--- src/rtl/c4_pkg.sv ---
// Shared constants and types for the Connect Four move-entry logic.
//   NUM_COLS / NUM_ROWS : board geometry (7 columns, 6 tokens per column)
//   IDLE_COL            : drop-bus value that selects no column
//   drop_state_t        : drop sequencing states
//   get_count()         : extracts one 3-bit column count from the packed bus
package c4_pkg;

   localparam int NUM_COLS = 7;
   localparam int NUM_ROWS = 6;
   localparam logic [3:0] IDLE_COL = 4'hF;

   typedef enum logic [1:0] {
      IDLE   = 2'd0,
      ISSUE  = 2'd1,
      SETTLE = 2'd2
   } drop_state_t;

   // An out-of-range column reads back as all ones, so it is treated as full
   // and can never receive a drop.
   function automatic logic [2:0] get_count(input logic [3*NUM_COLS-1:0] bus,
                                            input logic [3:0] col);
      logic [2:0] r;
      r = 3'b111;
      for (int i = 0; i < NUM_COLS; i++) begin
         if (col == 4'(i)) begin
            r = bus[3*i +: 3];
         end else begin
            r = r;
         end
      end
      return r;
   endfunction

endpackage

--- src/rtl/drop_issuer_key_edge.sv ---
// Rising-edge detector for one already-synchronized key level.
//   clk     : system clock
//   reset   : synchronous active-low reset; history is forced to 1 so a key
//             held through reset does not register as a press
//   level_i : key level
//   pulse_o : high in the cycle where level_i is 1 and was 0 one cycle earlier
module key_edge (
   input  logic clk,
   input  logic reset,
   input  logic level_i,
   output logic pulse_o
);

   logic hist_q;
   logic hist_d;

   // History follows the key every cycle, independent of the consumer's state.
   always_comb begin
      hist_d = level_i;
   end

   // History register.
   always_ff @(posedge clk) begin
      if (!reset) begin
         hist_q <= 1'b1;
      end else begin
         hist_q <= hist_d;
      end
   end

   assign pulse_o = level_i & ~hist_q;

endmodule

--- src/rtl/drop_issuer.sv ---
// Move-entry controller: turns key presses into single-cycle column drops.
//   clk, reset  : system clock, synchronous active-low reset
//   key_left    : move cursor left (rising edge)
//   key_right   : move cursor right (rising edge)
//   key_drop    : drop a token in the cursor column (rising edge)
//   game_over   : while high, key presses are ignored
//   counts      : packed per-column token counts, column c at [3c+2:3c]
//   inputcolumn : registered drop bus, IDLE_COL except for one cycle per drop
//   cursor      : selected column
//   player      : side to move
//   drop_ack    : one-cycle pulse when a drop completes and the turn passes
//   reject      : one-cycle pulse when a drop targets a full column
module drop_issuer
   import c4_pkg::*;
(
   input  logic                  clk,
   input  logic                  reset,
   input  logic                  key_left,
   input  logic                  key_right,
   input  logic                  key_drop,
   input  logic                  game_over,
   input  logic [3*NUM_COLS-1:0] counts,
   output logic [3:0]            inputcolumn,
   output logic [3:0]            cursor,
   output logic                  player,
   output logic                  drop_ack,
   output logic                  reject
);

   logic left_p;
   logic right_p;
   logic drop_p;
   logic col_full;

   drop_state_t state_q, state_d;
   logic [3:0]  cursor_q, cursor_d;
   logic        player_q, player_d;
   logic [3:0]  inputcolumn_q, inputcolumn_d;
   logic        drop_ack_q, drop_ack_d;
   logic        reject_q, reject_d;

   key_edge u_edge_left  (.clk(clk), .reset(reset), .level_i(key_left),  .pulse_o(left_p));
   key_edge u_edge_right (.clk(clk), .reset(reset), .level_i(key_right), .pulse_o(right_p));
   key_edge u_edge_drop  (.clk(clk), .reset(reset), .level_i(key_drop),  .pulse_o(drop_p));

   // Oversized counts also count as full.
   assign col_full = (get_count(counts, cursor_q) >= 3'(NUM_ROWS));

   // Next-state and output decode; the bus defaults back to IDLE_COL so it is
   // driven with a column for exactly the one cycle following acceptance.
   always_comb begin
      state_d       = state_q;
      cursor_d      = cursor_q;
      player_d      = player_q;
      inputcolumn_d = IDLE_COL;
      drop_ack_d    = 1'b0;
      reject_d      = 1'b0;
      case (state_q)
         IDLE: begin
            if (!game_over) begin
               if (drop_p) begin
                  // Drop wins over any simultaneous move.
                  if (col_full) begin
                     reject_d = 1'b1;
                  end else begin
                     inputcolumn_d = cursor_q;
                     state_d       = ISSUE;
                  end
               end else if (left_p && !right_p) begin
                  if (cursor_q == 4'd0) begin
                     cursor_d = 4'(NUM_COLS - 1);
                  end else begin
                     cursor_d = cursor_q - 4'd1;
                  end
               end else if (right_p && !left_p) begin
                  if (cursor_q >= 4'(NUM_COLS - 1)) begin
                     cursor_d = 4'd0;
                  end else begin
                     cursor_d = cursor_q + 4'd1;
                  end
               end else begin
                  cursor_d = cursor_q;
               end
            end else begin
               state_d = IDLE;
            end
         end
         ISSUE: begin
            state_d = SETTLE;
         end
         SETTLE: begin
            // The counter increment is visible by now, so the next full check
            // in IDLE sees it.
            player_d   = ~player_q;
            drop_ack_d = 1'b1;
            state_d    = IDLE;
         end
         default: begin
            state_d = IDLE;
         end
      endcase
   end

   // State and output registers.
   always_ff @(posedge clk) begin
      if (!reset) begin
         state_q       <= IDLE;
         cursor_q      <= 4'd3;
         player_q      <= 1'b0;
         inputcolumn_q <= IDLE_COL;
         drop_ack_q    <= 1'b0;
         reject_q      <= 1'b0;
      end else begin
         state_q       <= state_d;
         cursor_q      <= cursor_d;
         player_q      <= player_d;
         inputcolumn_q <= inputcolumn_d;
         drop_ack_q    <= drop_ack_d;
         reject_q      <= reject_d;
      end
   end

   assign inputcolumn = inputcolumn_q;
   assign cursor      = cursor_q;
   assign player      = player_q;
   assign drop_ack    = drop_ack_q;
   assign reject      = reject_q;

endmodule

--- config.mk ---
export PLATFORM = sky130hd
export DESIGN_NAME = drop_issuer
export DESIGN_NICKNAME = d
export VERILOG_FILES = /design/src/rtl/c4_pkg.sv /design/src/rtl/drop_issuer_key_edge.sv /design/src/rtl/drop_issuer.sv
export SDC_FILE = /design/constraint.sdc
export NUM_CORES = 1
export LEC_CHECK = 0
export ABC_AREA = 1
export CORE_MARGIN = 2
export CORE_UTILIZATION = 44
export CTS_CLUSTER_DIAMETER = 80
export DETAILED_ROUTE_END_ITERATION = 10
export HOLD_SLACK_MARGIN = 0.15
export PLACE_DENSITY = 0.84
export REMOVE_ABC_BUFFERS = 1
export SLEW_MARGIN = 20
export SYNTH_ARGS = -nofsm -noshare
export SYNTH_HDL_FRONTEND = slang
export SYNTH_HIERARCHICAL = 1
export SYNTH_SLANG_ARGS = --single-unit
--- constraint.sdc ---
create_clock -name clk -period 3.2 [get_ports clk]
set_input_delay 0.8 -clock clk [delete_from_list [all_inputs] [get_ports clk]]
set_output_delay 0.8 -clock clk [all_outputs]
set_load 0.05 [all_outputs]
; ---- Word level (Yosys, flattened, before mapping)
; Index checks and enable logic that the tools add are counted.
[totals]
reg_bits = 16
wordCells = 62
input_bits = 27
out_inout_bits = 11
[classes]
muxes = 17
magnitude_cmp = 2
eq_ne = 10
add_sub_neg = 2
bitwise = 11
reduce_logical = 11
[op_table]
columns = operator, n
row1 = $mux W3, 7
row2 = $mux W4, 4
row3 = $eq A4 B3 Y1 const B, 3
row4 = $eq A4 B2 Y1 const B, 2
row5 = $not A1 Y1, 8
row6 = $mux W2, 3
row7 = $ne A3 B3 Y1 const B, 2
row8 = $reduce_or A5 Y1, 1
row9 = $add A4 B1 Y4 const B, 1
row10 = $eq A4 B1 Y1 const B, 1
row11 = $ge A4 B3 Y1 const B, 1
row12 = $logic_not A4 Y1, 1
row13 = $pmux W2 S2, 1
row14 = $reduce_and A4 Y1, 1
row15 = $reduce_or A4 Y1, 1
row16 = $sub A4 B1 Y4 const B, 1
row17 = $and A1 B1 Y1, 3
row18 = $ge A3 B3 Y1 const B, 1
row19 = $eq A2 B1 Y1 const B, 1
row20 = $eq A2 B2 Y1 const B, 1
row21 = $logic_and A1 B1 Y1, 2
row22 = $logic_not A1 Y1, 2
row23 = $logic_not A2 Y1, 1
row24 = $mux W1, 2
row25 = other kinds (2), 2

; ---- Logic depth before layout (Yosys ltp)
[logic_depth]
word_depth = 13
depth_mapped = 15
ltp_nobuf = 15

; ---- Cells and area by module
; The synthesis kept the hierarchy.
[modules_own_cells]
columns = module, cells_each, n_inst, seq_area_each_um2, area_each_um2
row1 = drop_issuer, 105, 1, 260.2, 753.2
row2 = key_edge, 4, 3, 20.0, 33.8

; ---- Worst setup path after synthesis
; No wires, ideal clock.
[synth_path]
path_type = register -> register
startpoint = reg cursor_q[1] (netlist: cursor[1])
endpoint = reg inputcolumn_q[0] (netlist: inputcolumn[0])
required_ns = 3.072
synth_period_minus_slack_ns = 1.902
arrival_time_ns = 1.774
setup_time_ns = 0.128
slack_ns = 1.298
stages_incl_launch_ff = 15
path_buffers = 0
path_cell_list = dfxtp_1 > inv_1 > ha_1 > inv_1 > nand3_1 > nand3_1 > nand2_1 > nand2_1 > nand2_1 > nand2_1 > nand2_1 > nand2_1 > nand2_2 > nand2_4 > nand3_1
[synth_between]
elab_chain_len = 10
elab_cells_between_ends = 16
classes_between = order compare: 1 / eq/ne: 6 / mux: 7 / reduce/logical: 2
[synth_lines]
columns = item, line_no
row1 = start: declaration, drop_issuer.sv:36  ; logic [3:0] cursor_q, cursor_d;
row2 = start signal: assignment, drop_issuer.sv:115  ; cursor_q <= cursor_d;
row3 = $logic_not A4 Y1, c4_pkg.sv:25  ; if (col == 4'(i)) begin
row4 = $mux W3 (6 in series), c4_pkg.sv:25
row5 = $mux W3 (*), c4_pkg.sv:25
row6 = $ge A3 B3 Y1 (*), drop_issuer.sv:47  ; assign col_full = (get_count(counts, cursor_q) >= 3'(NUM_ROWS));
row7 = $reduce_or A5 Y1 (no source line) (*), n/a
row8 = end signal: assignment, drop_issuer.sv:117  ; inputcolumn_q <= inputcolumn_d;
row9 = end: declaration, drop_issuer.sv:38  ; logic [3:0] inputcolumn_q, inputcolumn_d;
; Every way passes the cells marked *; elsewhere a longest branch is shown, timed or not.
; A chain may end at the register's enable or synchronous reset.

; ---- Final worst setup path
[layout_path]
startpoint = reg cursor_q[3] (netlist: cursor[3])
endpoint = out cursor[3]
[layout_rtl]
columns = item, line_no
row1 = end: declaration, drop_issuer.sv:24  ; output logic [3:0] cursor,
; No word-level cell between the ends.

==> out/metrics.csv <==
metric,value,unit
drt_wl_total,1880,microns
rrSetupSlack,1.45,ns
dp_hpwl,1600,microns
place_congestion,0.724,
hp-class,register to register,
grt_max_degree,10,
setup_viol_count_final,0,
seq_area_frac_synth,0.375,
critical_path_buf_inv_count,1,
cts_root_buf,clkbuf_4,
slew_headroom,0.660,
route.detailed.drc,0,
max_freq,418,MHz
cts_sinks,16,
clkLatencyLatePin,0.28,ns
critPathMaxStageDelay,0.85,ns
holdBufCountCts,0,
grt_pass1_vias,774,
firstDrtPassIters,4,
cts_tree,built,
p_leak,0.562,nW
drt-initial-drc-count,9,
ys_ff_latch,16,
tns,0,ns
cts_buffers,3,
required,2.40,ns
postCtsSetupBuffers,0,
cp-start-kind,register,
vias,827,
synth_cell_types,20,
critPathSlowestCell,clkdlybuf4s50_1,
slew_violations,0,
timing.rr.end,inputcolumn[0],
grt_remaining_overflow,0,
drv_cap,0,
cpLargestDelayFamily,buffers and inverters,
rsz0062_at_grt,no,
path_class,register to output port,
fin_skew,0.00496,ns
pre_cts_slack,0.752,ns
core_area,1780,sq um
setup_slack,0.808,ns
antenna_found_initial,0,
io_pins,38,
numPortBuffers,30,
drive_gt1_frac,0.113,
endpoint,cursor[3],
crit_start,cursor[3],
wl_per_cell,10.7,microns
synthCells,117,
crit_chain,clkdlybuf4s50_1,
r2r_start,cursor[1],
viasPerCell,4.70,
outcome,"complete, no violations",
cp_num_cells,1,
die_w,48.1,microns
yosys_warnings,6,
total_power,0.434,mW
crit_path_max_fanout,6,
arrival,1.59,ns
worstRegToRegCells,14,
grt_usage,0.192,
clk_pin_slew,0.09,ns
worstMarginPinSlew,0.508,ns
power.density,355,nW/um^2
area_delta_synth_final,43.0,%
fin_nets,185,
drtAntennaViolNets,0,
clock_path_buffers,2,
htreeDepth,1,
die_y,48.1,microns
cts_resized,0,
ir_worst_vdd,0.000272,V
end_kind,output port,
avgSynthCellArea,7.30,sq um
hold_viol,0,
grt_pass1_wl,3000,microns
start_util,0.479,
antenna_cells,0,
row_count,15,
fin_crit_sh,0.748,
synthesis.area,855,sq um
dieArea,2310,sq um
layout_min_cycle_time,2.39,ns
cells by family (layout without fill, tap and decap cells):
kind of cell | Yosys count | count (layout) | share of synthesized area
and+or+nand+nor | 53 | 53 | 0.313
buffers and inverters | 27 | 61 | 0.119
DFF | 16 | 16 | 0.375
AOI/OAI and AO/OA | 14 | 14 | 0.0952
adders and majority gates | 6 | 6 | 0.0878
xor gates and xnor gates | 1 | 1 | 0.0103
placed cells by master, fill, tap and decap left out:
| cell type | synthesis | routed |
|---|---|---|
| nand2_4 | 2 | 2 |
| clkbuf_4 | 0 | 3 |
| nand2_2 | 1 | 1 |
| nor3_4 | 1 | 1 |
| a41oi_1 | 1 | 1 |
| a22oi_1 | 1 | 1 |
| a21oi_1 | 5 | 5 |
| clkdlybuf4s50_1 | 0 | 30 |
| nand3_1 | 9 | 9 |
| nor2_2 | 3 | 3 |
| xor2_1 | 1 | 1 |
| o211ai_1 | 2 | 2 |
| dfxtp_1 | 16 | 16 |
| nor3_1 | 2 | 2 |
| nor4_1 | 1 | 1 |
| clkbuf_8 | 0 | 1 |
| nor2_4 | 2 | 2 |
| ha_1 | 6 | 6 |
| nor2_1 | 7 | 7 |
| nand2_1 | 25 | 25 |
| o21ai_0 | 5 | 5 |
| inv_1 | 23 | 23 |
| inv_2 | 4 | 4 |
power by group:
part	leakage, nW	internal (mW)	switching, mW	total, mW
registers	0.130	0.204	0.00462	0.209
logic	0.410	0.0430	0.0507	0.0938
clock network	0.0210	0.0692	0.0616	0.131
total	0.562	0.317	0.117	0.434
layout make-up:
class / count / area (sq um)
inverter: 27 / 101
sequential: 16 / 320
clock buffer: 4 / 36.3
multi-input combinational: 74 / 433
tap: 25 / 31.3
timing repair buffer: 30 / 300
fill: 150 / 561
synth_stat cells:
master	number	area [sq um]
o211ai_1	2	15.0
ha_1	6	75.1
nand2_4	2	22.5
nand3_1	9	45.0
a41oi_1	1	8.76
nand2_1	25	93.8
nor3_1	2	10.0
dfxtp_1	16	320
nor2_1	7	26.3
nor2_2	3	18.8
a21oi_1	5	25.0
nand2_2	1	6.26
inv_2	4	15.0
inv_1	23	86.3
nor2_4	2	22.5
xor2_1	1	8.76
o21ai_0	5	25.0
nor4_1	1	6.26
nor3_4	1	16.3
a22oi_1	1	7.51
worst min path at each step:
stage               start    endpoint  slack, ns  cells after the start
6_report       state_q[1]  state_q[1]       0.43                      1
5_1_grt        state_q[1]  state_q[1]       0.46                      1
4_1_cts        state_q[1]  state_q[1]       0.43                      1
3_5_place_dp   state_q[1]  state_q[1]       0.42                      1
3_3_place_gp   state_q[1]  state_q[1]       0.41                      1
2_1_floorplan  state_q[1]  state_q[1]       0.40                      1
stage by stage:
step / std cells / area [sq um] / util / hold slack (ns)
floorplan: 117 / 855 / - / 0.399
global placement: 172 / 1190 / 0.665 / 0.408
detailed placement: 172 / 1190 / 0.665 / 0.420
CTS: 176 / 1220 / 0.686 / 0.432
global route: 176 / 1220 / 0.686 / 0.458
finish: 176 / 1220 / 0.686 / 0.428
routing by layer:
layer | vias to the layer above | GRT usage | part of all wire
li1 | 433 | - | -
met4 | 0 | 0.108 | 0.019
met3 | 5 | 0.0377 | 0.078
met1 | 359 | 0.190 | 0.40
met5 | - | 0 | 0
met2 | 30 | 0.365 | 0.50
Note: power is estimated with default switching activity, not from simulation.
